===== src/rtl/mem_rd_ctrl.sv =====
`default_nettype none
// ============================================================================
// Module      : mem_rd_ctrl
// Description : Read-side sequencer for the 128x32 operand/result RAM.
//               Walks the operand region two words at a time and presents
//               each pair to the FPU as opa/opb over a valid/ready handshake.
//               It then waits for the FPU result, guarded by an 8-bit
//               watchdog, and writes the result into the result region at
//               RES_BASE + pair index. Completion and errors are reported to
//               the memory controller / top-level sequencer.
// Revision    : 1.0 - initial release
// ----------------------------------------------------------------------------
// Ports
//   mr_clk, mr_reset_n        clock (rising edge), async active-low reset
//   mr_start                  one-cycle request, honoured only while idle
//   mr_src_base, mr_pair_cnt  first opa address / pair count, taken with start
//   mr_mem_addr/we/wdata      RAM address, write enable and write data
//   mr_mem_rdata              RAM read data, one cycle after the address
//   mr_opa, mr_opb            registered operands to the FPU
//   mr_op_valid               operands valid
//   mr_fpu_ready              FPU accepts operands
//   mr_fpu_done/result        FPU result strobe and data
//   mr_busy                   high in every state except IDLE
//   mr_done                   one-cycle pulse on completion, reject or abort
//   mr_err                    sticky error, cleared by the next start
// ============================================================================
module mem_rd_ctrl #(
    parameter int ADDR_W   = 7,
    parameter int DATA_W   = 32,
    parameter int RES_BASE = 64,
    parameter int TIMEOUT  = 255
) (
    input  logic              mr_clk,
    input  logic              mr_reset_n,
    input  logic              mr_start,
    input  logic [ADDR_W-1:0] mr_src_base,
    input  logic [5:0]        mr_pair_cnt,
    output logic [ADDR_W-1:0] mr_mem_addr,
    output logic              mr_mem_we,
    output logic [DATA_W-1:0] mr_mem_wdata,
    input  logic [DATA_W-1:0] mr_mem_rdata,
    output logic [DATA_W-1:0] mr_opa,
    output logic [DATA_W-1:0] mr_opb,
    output logic              mr_op_valid,
    input  logic              mr_fpu_ready,
    input  logic              mr_fpu_done,
    input  logic [DATA_W-1:0] mr_fpu_result,
    output logic              mr_busy,
    output logic              mr_done,
    output logic              mr_err
);

    // Range checks are one bit wider than the address so that the end of a
    // region (which may equal the RAM size) never wraps.
    localparam int              c_CHK_W     = ADDR_W + 1;
    localparam int              c_MEM_WORDS = 1 << ADDR_W;
    localparam logic [7:0]      c_WD_LAST   = 8'(TIMEOUT - 1);

    typedef enum logic [2:0] {
        S_IDLE     = 3'd0,
        S_RD_A     = 3'd1,
        S_RD_B     = 3'd2,
        S_CAP_B    = 3'd3,
        S_ISSUE    = 3'd4,
        S_WAIT_RES = 3'd5,
        S_WRITE    = 3'd6,
        S_DONE     = 3'd7
    } state_t;

    state_t              r_state;
    logic [5:0]          r_idx;
    logic [5:0]          r_cnt;
    logic [ADDR_W-1:0]   r_ptr;
    logic [7:0]          r_wd;

    logic [ADDR_W-1:0]   r_mem_addr;
    logic                r_mem_we;
    logic [DATA_W-1:0]   r_mem_wdata;
    logic [DATA_W-1:0]   r_opa;
    logic [DATA_W-1:0]   r_opb;
    logic                r_op_valid;
    logic                r_busy;
    logic                r_done;
    logic                r_err;

    // ------------------------------------------------------------------
    // Request validation
    // ------------------------------------------------------------------
    logic [c_CHK_W-1:0]  w_src_end;
    logic [c_CHK_W-1:0]  w_res_end;
    logic                w_reject;
    logic                w_last_pair;
    logic [ADDR_W-1:0]   w_res_addr;

    // One past the last operand word must not run into the result region,
    // and the result region must fit inside the RAM.
    assign w_src_end   = c_CHK_W'(mr_src_base) + c_CHK_W'({mr_pair_cnt, 1'b0});
    assign w_res_end   = c_CHK_W'(RES_BASE) + c_CHK_W'(mr_pair_cnt);
    assign w_reject    = (mr_pair_cnt == 6'd0)
                       | (w_src_end > c_CHK_W'(RES_BASE))
                       | (w_res_end > c_CHK_W'(c_MEM_WORDS));

    assign w_last_pair = (r_idx == (r_cnt - 6'd1));
    assign w_res_addr  = ADDR_W'(RES_BASE) + ADDR_W'(r_idx);

    // ------------------------------------------------------------------
    // Sequencer. Every output is a register, updated on the transition
    // into the state in which it must be seen.
    // ------------------------------------------------------------------
    always_ff @(posedge mr_clk or negedge mr_reset_n) begin
        if (!mr_reset_n) begin
            r_state     <= S_IDLE;
            r_idx       <= 6'd0;
            r_cnt       <= 6'd0;
            r_ptr       <= '0;
            r_wd        <= 8'd0;
            r_mem_addr  <= '0;
            r_mem_we    <= 1'b0;
            r_mem_wdata <= '0;
            r_opa       <= '0;
            r_opb       <= '0;
            r_op_valid  <= 1'b0;
            r_busy      <= 1'b0;
            r_done      <= 1'b0;
            r_err       <= 1'b0;
        end else begin
            // mr_done is a pulse; only the transitions below raise it.
            r_done <= 1'b0;

            case (r_state)
                S_IDLE: begin
                    if (mr_start) begin
                        if (w_reject) begin
                            // Rejected requests never leave IDLE.
                            r_err  <= 1'b1;
                            r_done <= 1'b1;
                        end else begin
                            r_err      <= 1'b0;
                            r_ptr      <= mr_src_base;
                            r_cnt      <= mr_pair_cnt;
                            r_idx      <= 6'd0;
                            r_mem_addr <= mr_src_base;
                            r_busy     <= 1'b1;
                            r_state    <= S_RD_A;
                        end
                    end
                end

                S_RD_A: begin
                    // mem[ptr] is being read now; present ptr+1 next.
                    r_mem_addr <= r_ptr + ADDR_W'(1);
                    r_state    <= S_RD_B;
                end

                S_RD_B: begin
                    r_opa   <= mr_mem_rdata;
                    r_state <= S_CAP_B;
                end

                S_CAP_B: begin
                    r_opb      <= mr_mem_rdata;
                    r_op_valid <= 1'b1;
                    r_state    <= S_ISSUE;
                end

                S_ISSUE: begin
                    // opa/opb are untouched here, so they hold while stalled.
                    if (mr_fpu_ready) begin
                        r_op_valid <= 1'b0;
                        r_wd       <= 8'd0;
                        r_state    <= S_WAIT_RES;
                    end
                end

                S_WAIT_RES: begin
                    r_wd <= r_wd + 8'd1;
                    // A result arriving on the last watchdog cycle still wins.
                    if (mr_fpu_done) begin
                        r_mem_wdata <= mr_fpu_result;
                        r_mem_addr  <= w_res_addr;
                        r_mem_we    <= 1'b1;
                        r_state     <= S_WRITE;
                    end else if (r_wd == c_WD_LAST) begin
                        r_err   <= 1'b1;
                        r_done  <= 1'b1;
                        r_state <= S_DONE;
                    end
                end

                S_WRITE: begin
                    r_mem_we <= 1'b0;
                    if (w_last_pair) begin
                        r_done  <= 1'b1;
                        r_state <= S_DONE;
                    end else begin
                        r_idx      <= r_idx + 6'd1;
                        r_ptr      <= r_ptr + ADDR_W'(2);
                        r_mem_addr <= r_ptr + ADDR_W'(2);
                        r_state    <= S_RD_A;
                    end
                end

                S_DONE: begin
                    r_busy  <= 1'b0;
                    r_state <= S_IDLE;
                end

                default: begin
                    r_state <= S_IDLE;
                end
            endcase
        end
    end

    assign mr_mem_addr  = r_mem_addr;
    assign mr_mem_we    = r_mem_we;
    assign mr_mem_wdata = r_mem_wdata;
    assign mr_opa       = r_opa;
    assign mr_opb       = r_opb;
    assign mr_op_valid  = r_op_valid;
    assign mr_busy      = r_busy;
    assign mr_done      = r_done;
    assign mr_err       = r_err;

endmodule
`default_nettype wire


===== config.mk =====
export PLATFORM = sky130hd
export DESIGN_NAME = mem_rd_ctrl
export DESIGN_NICKNAME = d
export VERILOG_FILES = /design/src/rtl/mem_rd_ctrl.sv
export SDC_FILE = /design/constraint.sdc
export NUM_CORES = 1
export LEC_CHECK = 0
export CAP_MARGIN = 20
export CORE_MARGIN = 5
export CORE_UTILIZATION = 40
export DETAILED_ROUTE_END_ITERATION = 10
export PLACE_DENSITY = 0.7
export SETUP_SLACK_MARGIN = 0.02
export SYNTH_ARGS = -nofsm -noshare
export SYNTH_HDL_FRONTEND = slang
export SYNTH_SLANG_ARGS = --single-unit

===== constraint.sdc =====
create_clock -name mr_clk -period 2.2 [get_ports mr_clk]
set_input_delay 0.22 -clock mr_clk [delete_from_list [all_inputs] [get_ports mr_clk]]
set_output_delay 0.22 -clock mr_clk [all_outputs]
set_load 0.01 [all_outputs]

==> results of run 1 <==
worst max-delay path, delay by kind of cell (launching register included):
kind                   cells  cell delay, ns
AO/OA/AOI/OAI              2            0.36
XOR/XNOR                   1            0.16
buffers and inverters      2            0.30
flip-flops                 1            0.40
AND/OR/NAND/NOR            3            0.96
power groups by stage:
stage | Clock [µW] | Sequential [µW] | Combinational [µW]
finish | 3040 | 4680 | 7120
global route | 3220 | 4860 | 7620
CTS | 3100 | 4670 | 7020
detailed placement | 0 | 4670 | 6900
global placement | 0 | 4600 | 6750
floorplan | 0 | 5000 | 2950
per-layer routing:
layer  vias to the layer above  part of all wire  GRT usage  routed length [µm]
met5                         -                 0          0                   0
met1                      2564              0.38      0.242                7090
met3                        26             0.094     0.0866                1740
met2                       192              0.50      0.340                9250
li1                       2382                 -          -                   -
met4                         0             0.019     0.0622                 352
Yosys cell counts (all sizes together), types with 6 or more instances:
cell type / number
clkbuf: 17
and3: 6
a21oi: 12
nor3: 9
inv: 10
xnor2: 9
nor2: 25
dfrtp: 138
nand3: 15
ha: 12
o21ai: 25
a31oi: 7
xor2: 10
mux2: 103
nand2: 53
path summary, 6_finish.rpt:
path,depth (start not counted),endpoint,start
setup / recovery,8,r_ptr[2]$_DFFE_PN0P_,r_cnt[0]$_DFFE_PN0P_
hold / removal,4,r_cnt[0]$_DFFE_PN0P_,mr_pair_cnt[0]
setup reg to reg,8,r_ptr[2]$_DFFE_PN0P_,r_cnt[0]$_DFFE_PN0P_
hold reg to reg,2,mr_op_valid$_DFFE_PN0P_,mr_op_valid$_DFFE_PN0P_
max in group asynchronous,3,mr_mem_wdata[23]$_DFFE_PN0P_,mr_reset_n
min in group asynchronous,2,mr_opa[21]$_DFFE_PN0P_,mr_reset_n
metrics by stage:
stage / setup slack (ns) / area (µm²) / setup TNS [ns] / total power [µW] / hold WS (ns)
floorplan: -0.224 / 6440 / -1.71 / 7950 / -0.0756
global placement: -0.707 / 9030 / -18.78 / 11400 / 0.210
detailed placement: -0.765 / 9030 / -20.72 / 11600 / 0.227
CTS: -0.0697 / 9740 / -0.373 / 14800 / 0.259
global route: -0.166 / 9820 / -1.90 / 15700 / 0.202
finish: -0.118 / 9820 / -0.653 / 14800 / 0.197
kinds of logic (layout without fill, tap and decap cells):
| kind of cell | count (synthesis) | after routing |
|---|---|---|
| buffers and inverters | 34 | 302 |
| XOR/XNOR | 19 | 19 |
| flip-flops | 138 | 138 |
| multiplexers | 105 | 105 |
| adder cells (fa/ha/maj) | 13 | 13 |
| AND/OR/NAND/NOR | 133 | 133 |
| AO/OA/AOI/OAI | 79 | 79 |
layout make-up:
class	count	area share
well taps	216	0.0275
multi-input cells	349	0.301
flip-flops and latches	138	0.352
clock buffers	18	0.0447
repair buffers	259	0.252
clock inverters	13	0.0195
inverters	12	0.00458
state kept, by name (all words and copies together) (netlist names):
signal        flops
mr_opb           32
r_state           3
mr_busy           1
mr_mem_we         1
mr_mem_addr       7
mr_err            1
mr_mem_wdata     32
r_wd              8
mr_op_valid       1
mr_opa           32
r_cnt             6
r_idx             6
mr_done           1
r_ptr             7
what timing repair did:
item / CTS / global route
endpoints found under the hold margin: 33 / 0
hold buffers: 1 / 0
gates resized for setup: 26 / 20
setup buffers: 4 / 5
pin swaps: 7 / 10
endpoints found under the setup margin: 30 / 22
==> results.cfg, run 1 <==
[status]
outcome = complete, but fails checks
violations = negative setup slack

[finish]
finish.utilization = 0.628
drive_above_1_share = 0.312
nFillCells = 1224
fin_nets = 872
diodes = 0
regArea_um2 = 3450
layout_commonest_cell = clkdlybuf4s50_1
area_growth_pct = 55.7
fin_cells = 1005
final_cell_mix = clkdlybuf4s50_1 (177), dfrtp_1 (138), mux2_2 (96)
multi_input_area_um2 = 2950

[power_and_ir_drop]
vdd_drop_max_v = 0.000922
sw_frac_of_total = 0.335
power_frac_clock = 0.205
switchingPower_uw = 4980
power_density_nw_per_um2 = 1510
power.internal_uw = 9870
seqPwrFrac = 0.315
comb_power_share = 0.480
p_leak_uw = 0.00421

[floorplanning]
die_area_um2 = 18400
core_um2 = 15700
die_x_um = 136
num_rows = 46
start_util = 0.403
die_h_um = 136
io_pins = 190

[synth]
synth-seq-cells = 138
netlist_area_um2 = 6310
yosys.area_share.simple = 0.100
synth_fa_ha_area_frac = 0.0270
ys.warnings.count = 0
yosys-top-cells-area = dfrtp_1 (55%), mux2_2 (18%), nand2_1 (3.2%)
synth_edf_count = 0
ys.flop_type = dfrtp_1
syn_inst = 521
synth.area.mux_share = 0.187
yosysTopAreaCell = dfrtp_1
synth_top_area_share = 0.547
synth.distinct_cells = 63
syn_avg_cell_area_um2 = 12.1
synth_compound_area_frac = 0.0893
async_reset_ff_frac = 1.00
ys_seq_area_frac = 0.547
synth_xor_area_frac = 0.0264
synth_top_family_by_area = multiplexers
synth_nets = 616

[critical_path]
crit_path_max_fanout = 7
crit_chain = buf_4 -> nor3_4 -> xnor2_1 -> nand3_2 -> buf_4 -> or4_4 -> o211ai_1 -> o211ai_1
worstSetupPathType = flop to flop
crit_required_ns = 2.48
regToRegSetupSlack_ns = -0.12
slowest_delay_ns = 0.64
cpMaxStageDelayCell = or4_4
startpoint_type = flop
critPathCaptureType = flop
worst_ep_arrival_time_ns = 2.60

[clock_network]
cts_root_buf = clkbuf_16
cts_inserted_buffers = 17
tritoncts = built
clk_latency_ns = 0.41
htree_levels = 4
cts.sinks = 138
cts.clk_slew.worst_paths_ns = 0.06
clock_path_buffers = 2

[timing]
setup_viol = 17
relSlewSlack = 0.618
worst_slack_ns = -0.118
timing.final.crit_share = 1.05
hold_viol = 0
min_period_ns = 2.32
skew_ns = 0.00931
worst_pin_slew_ns = 0.565
rsz0062_at_grt = yes
maxSlewViolCount = 0
fmaxAchievable_mhz = 431

[place]
place_congestion = 0.889
place_inst = 968
dp_hpwl_um = 13700
numPortBuffers = 189

[global_route]
grt_overflow = 0
grt_max_degree = 72
grt_antenna_before_repair = 0
grt_pass1_wl_um = 29400
grt_pass1_vias = 5606
grt_use_total = 0.205

[detailed_routing]
route.antenna.remaining_nets = 0
post-route-drc-count = 0
wl_per_cell_um = 18.3
via_per_inst = 5.14
first_pass_iters = 5
drt-initial-drc-count = 221
dr_total_vias = 5164
wirelength_um = 18400

[job]
max-cap-violations = 0

[worst_hold_path]
hold_path.class = input port to flop
(Power assumes the default switching activity.)
==> inputs of run 2 (changes only) <==
--- a/config.mk
+++ b/config.mk
@@ -5,9 +5,11 @@
 export SDC_FILE = /design/constraint.sdc
 export NUM_CORES = 1
 export LEC_CHECK = 0
+export ABC_CLOCK_PERIOD_IN_PS = 2200
 export CAP_MARGIN = 20
 export CORE_MARGIN = 5
 export CORE_UTILIZATION = 40
+export CTS_CLUSTER_SIZE = 20
 export DETAILED_ROUTE_END_ITERATION = 10
 export PLACE_DENSITY = 0.7
 export SETUP_SLACK_MARGIN = 0.02
==> results of run 2 <==
No change in the layout: final DEF, timing and power equal those of run 1.
==> inputs of run 3 (changes only) <==
--- a/config.mk
+++ b/config.mk
@@ -6,11 +6,12 @@
 export NUM_CORES = 1
 export LEC_CHECK = 0
 export ABC_CLOCK_PERIOD_IN_PS = 2200
-export CAP_MARGIN = 20
+export CAP_MARGIN = 5
 export CORE_MARGIN = 5
 export CORE_UTILIZATION = 40
 export CTS_CLUSTER_SIZE = 20
 export DETAILED_ROUTE_END_ITERATION = 10
+export GPL_TIMING_DRIVEN = 0
 export PLACE_DENSITY = 0.7
 export SETUP_SLACK_MARGIN = 0.02
 export SYNTH_ARGS = -nofsm -noshare
==> constraint.sdc (replaced) <==
create_clock -name mr_clk -period 2.2 [get_ports mr_clk]
set_input_delay 0.44 -clock mr_clk [delete_from_list [all_inputs] [get_ports mr_clk]]
set_output_delay 0.44 -clock mr_clk [all_outputs]
set_load 0.01 [all_outputs]
==> run 3 against run 2 <==
The flow still finishes with violations (negative setup slack). Critical path type unchanged. Routed wire length shrank 1.8%. Largest power group unchanged. Clock power is essentially flat. Flip-flop and latch count is the same.
==> results.cfg, run 3 (same netlist as run 1, synthesis figures left out) <==
[status]
outcome = complete, but fails checks
violations = negative setup slack

[timing]
rsz0062_at_grt = yes
min_period_ns = 2.28
setup_viol = 14
whs_ns = 0.293
maxSlewViolCount = 0
worst_pin_slew_ns = 0.570
skew_ns = 0.0106
relSlewSlack = 0.620
worst_slack_ns = -0.0817
hold_viol = 0
fmaxAchievable_mhz = 438
timing.final.crit_share = 1.04

[place]
place_inst = 927
dpl_cell_area_um2 = 8620
place_congestion = 0.901
numPortBuffers = 189
dp_hpwl_um = 13100

[clock_network]
cts_root_buf = clkbuf_16
cts.sinks = 138
cts_inserted_buffers = 17
clock_path_buffers = 2
htree_levels = 4
clk_latency_ns = 0.42
tritoncts = built
cts.clk_slew.worst_paths_ns = 0.06

[global_route]
grt_pass1_wl_um = 28400
grt_max_degree = 88
grt_pass1_vias = 5417
grt_antenna_before_repair = 0
grt_use_total = 0.198
grt_overflow = 0

[detailed_routing]
wl_per_cell_um = 18.3
route.antenna.remaining_nets = 0
via_per_inst = 5.11
drt-initial-drc-count = 228
first_pass_iters = 4
dr_total_vias = 5059
post-route-drc-count = 0
wirelength_um = 18100

[critical_path]
worst_ep_arrival_time_ns = 2.58
crit_chain = inv_2 -> ha_4 -> nor2b_4 -> o311a_4 -> o41ai_4 -> buf_4 -> a21oi_4 -> buf_12 -> mux2_4
startpoint_type = flop
slowest_delay_ns = 0.40
critPathCaptureType = flop
crit_path_max_fanout = 7
cpMaxStageDelayCell = o41ai_4
cpLargestDelayFamily = compound AO/OA/AOI/OAI gates
regToRegSetupSlack_ns = -0.08
crit_required_ns = 2.50
crit_buf_inv = 3
worstSetupPathType = flop to flop

[floorplanning]
core_um2 = 15700
io_pins = 190
die_h_um = 136
die_area_um2 = 18400
num_rows = 46
start_util = 0.403
die_x_um = 136

[power_and_ir_drop]
comb_power_share = 0.476
power_frac_clock = 0.207
vdd_drop_max_v = 0.000804
seqPwrFrac = 0.317
power_density_nw_per_um2 = 1500
power.internal_uw = 9780
switchingPower_uw = 4900
p_leak_uw = 0.00411
sw_frac_of_total = 0.334

[finish]
drive_above_1_share = 0.305
nFillCells = 1229
fin_cells = 990
final_cell_mix = clkdlybuf4s50_1 (176), dfrtp_1 (138), mux2_2 (96)
fin_area_um2 = 9760
area_growth_pct = 54.8
multi_input_area_um2 = 3020
fin_nets = 856
regArea_um2 = 3450
diodes = 0
layout_commonest_cell = clkdlybuf4s50_1

[worst_hold_path]
hold_path.class = input port to flop

[job]
max-cap-violations = 0
## run 3: cell types whose count changed in the layout (fill, tap and decap cells not counted), moves of 4 or more
cell,previous run,this run
nand2_2,0,4
ha_1,9,5
buf_2,0,5
dlygate4sd2_1,9,1
ha_4,3,7
clkbuf_1,0,10
buf_8,0,4
nand2_1,53,49
clkbuf_2,1,10
buf_4,63,20
buf_6,2,12
## run 3: layer usage
metal,wire length (µm),up-vias,global-route usage
met5,0,-,0
met3,1820,26,0.0951
met4,276,0,0.0577
li1,-,2360,-
met1,6850,2503,0.224
met2,9160,170,0.334
## run 3: cell type report
type | instances | share of cell area
Multi-Input combinational cell | 349 | 0.309
Inverter | 12 | 0.00487
Clock inverter | 9 | 0.0167
Tap cell | 216 | 0.0277
Buffer | 21 | 0.0135
Timing Repair Buffer | 222 | 0.226
Clock buffer | 23 | 0.0479
Sequential cell | 138 | 0.354
## run 3: per-stage QoR
step / worst slack [ns] / util / total power (µW) / setup TNS, ns
2_1_floorplan: -0.443 / - / 7930 / -5.80
3_3_place_gp: -4.66 / 0.549 / 10900 / -676.69
3_5_place_dp: -1.34 / 0.551 / 11100 / -38.66
4_1_cts: -0.182 / 0.613 / 14600 / -2.09
5_1_grt: -0.178 / 0.624 / 15500 / -2.62
6_report: -0.0817 / 0.624 / 14700 / -0.873
## run 3: final timing paths
path / from / to / cells after the start
max: r_cnt[1]$_DFFE_PN0P_ / mr_mem_addr[3]$_DFFE_PN0P_ / 9
min: mr_pair_cnt[1] / r_cnt[1]$_DFFE_PN0P_ / 3
max reg2reg: r_cnt[1]$_DFFE_PN0P_ / mr_mem_addr[3]$_DFFE_PN0P_ / 9
min reg2reg: mr_op_valid$_DFFE_PN0P_ / mr_op_valid$_DFFE_PN0P_ / 2
max in group asynchronous: mr_reset_n / r_cnt[1]$_DFFE_PN0P_ / 3
min in group asynchronous: mr_reset_n / mr_opb[11]$_DFFE_PN0P_ / 2
## run 3: power by group through the flow
stage / sequential [µW] / combinational [µW] / clock (µW)
after CTS: 4650 / 6810 / 3100
final: 4650 / 6980 / 3040
after global placement: 4590 / 6290 / 0
after floorplan: 5000 / 2930 / 0
after global routing: 4820 / 7490 / 3220
after detailed placement: 4660 / 6440 / 0
## run 3: worst reg2reg max path, delay by kind of cell, from the launching register on
kind	cells	cell delay [ns]
muxes	1	0.30
buffers and inverters	3	0.43
adders and majority gates	1	0.17
and+or+nand+nor	1	0.12
DFF	1	0.38
AOI/OAI and AO/OA	3	0.78
## run 3: timing repair
action,in CTS,in global routing
pin swaps,18,12
setup endpoints to repair,89,67
cloned,1,0
gates resized for setup,84,42
setup buffers,20,12
hold buffers,1,0
hold endpoints to repair,22,0
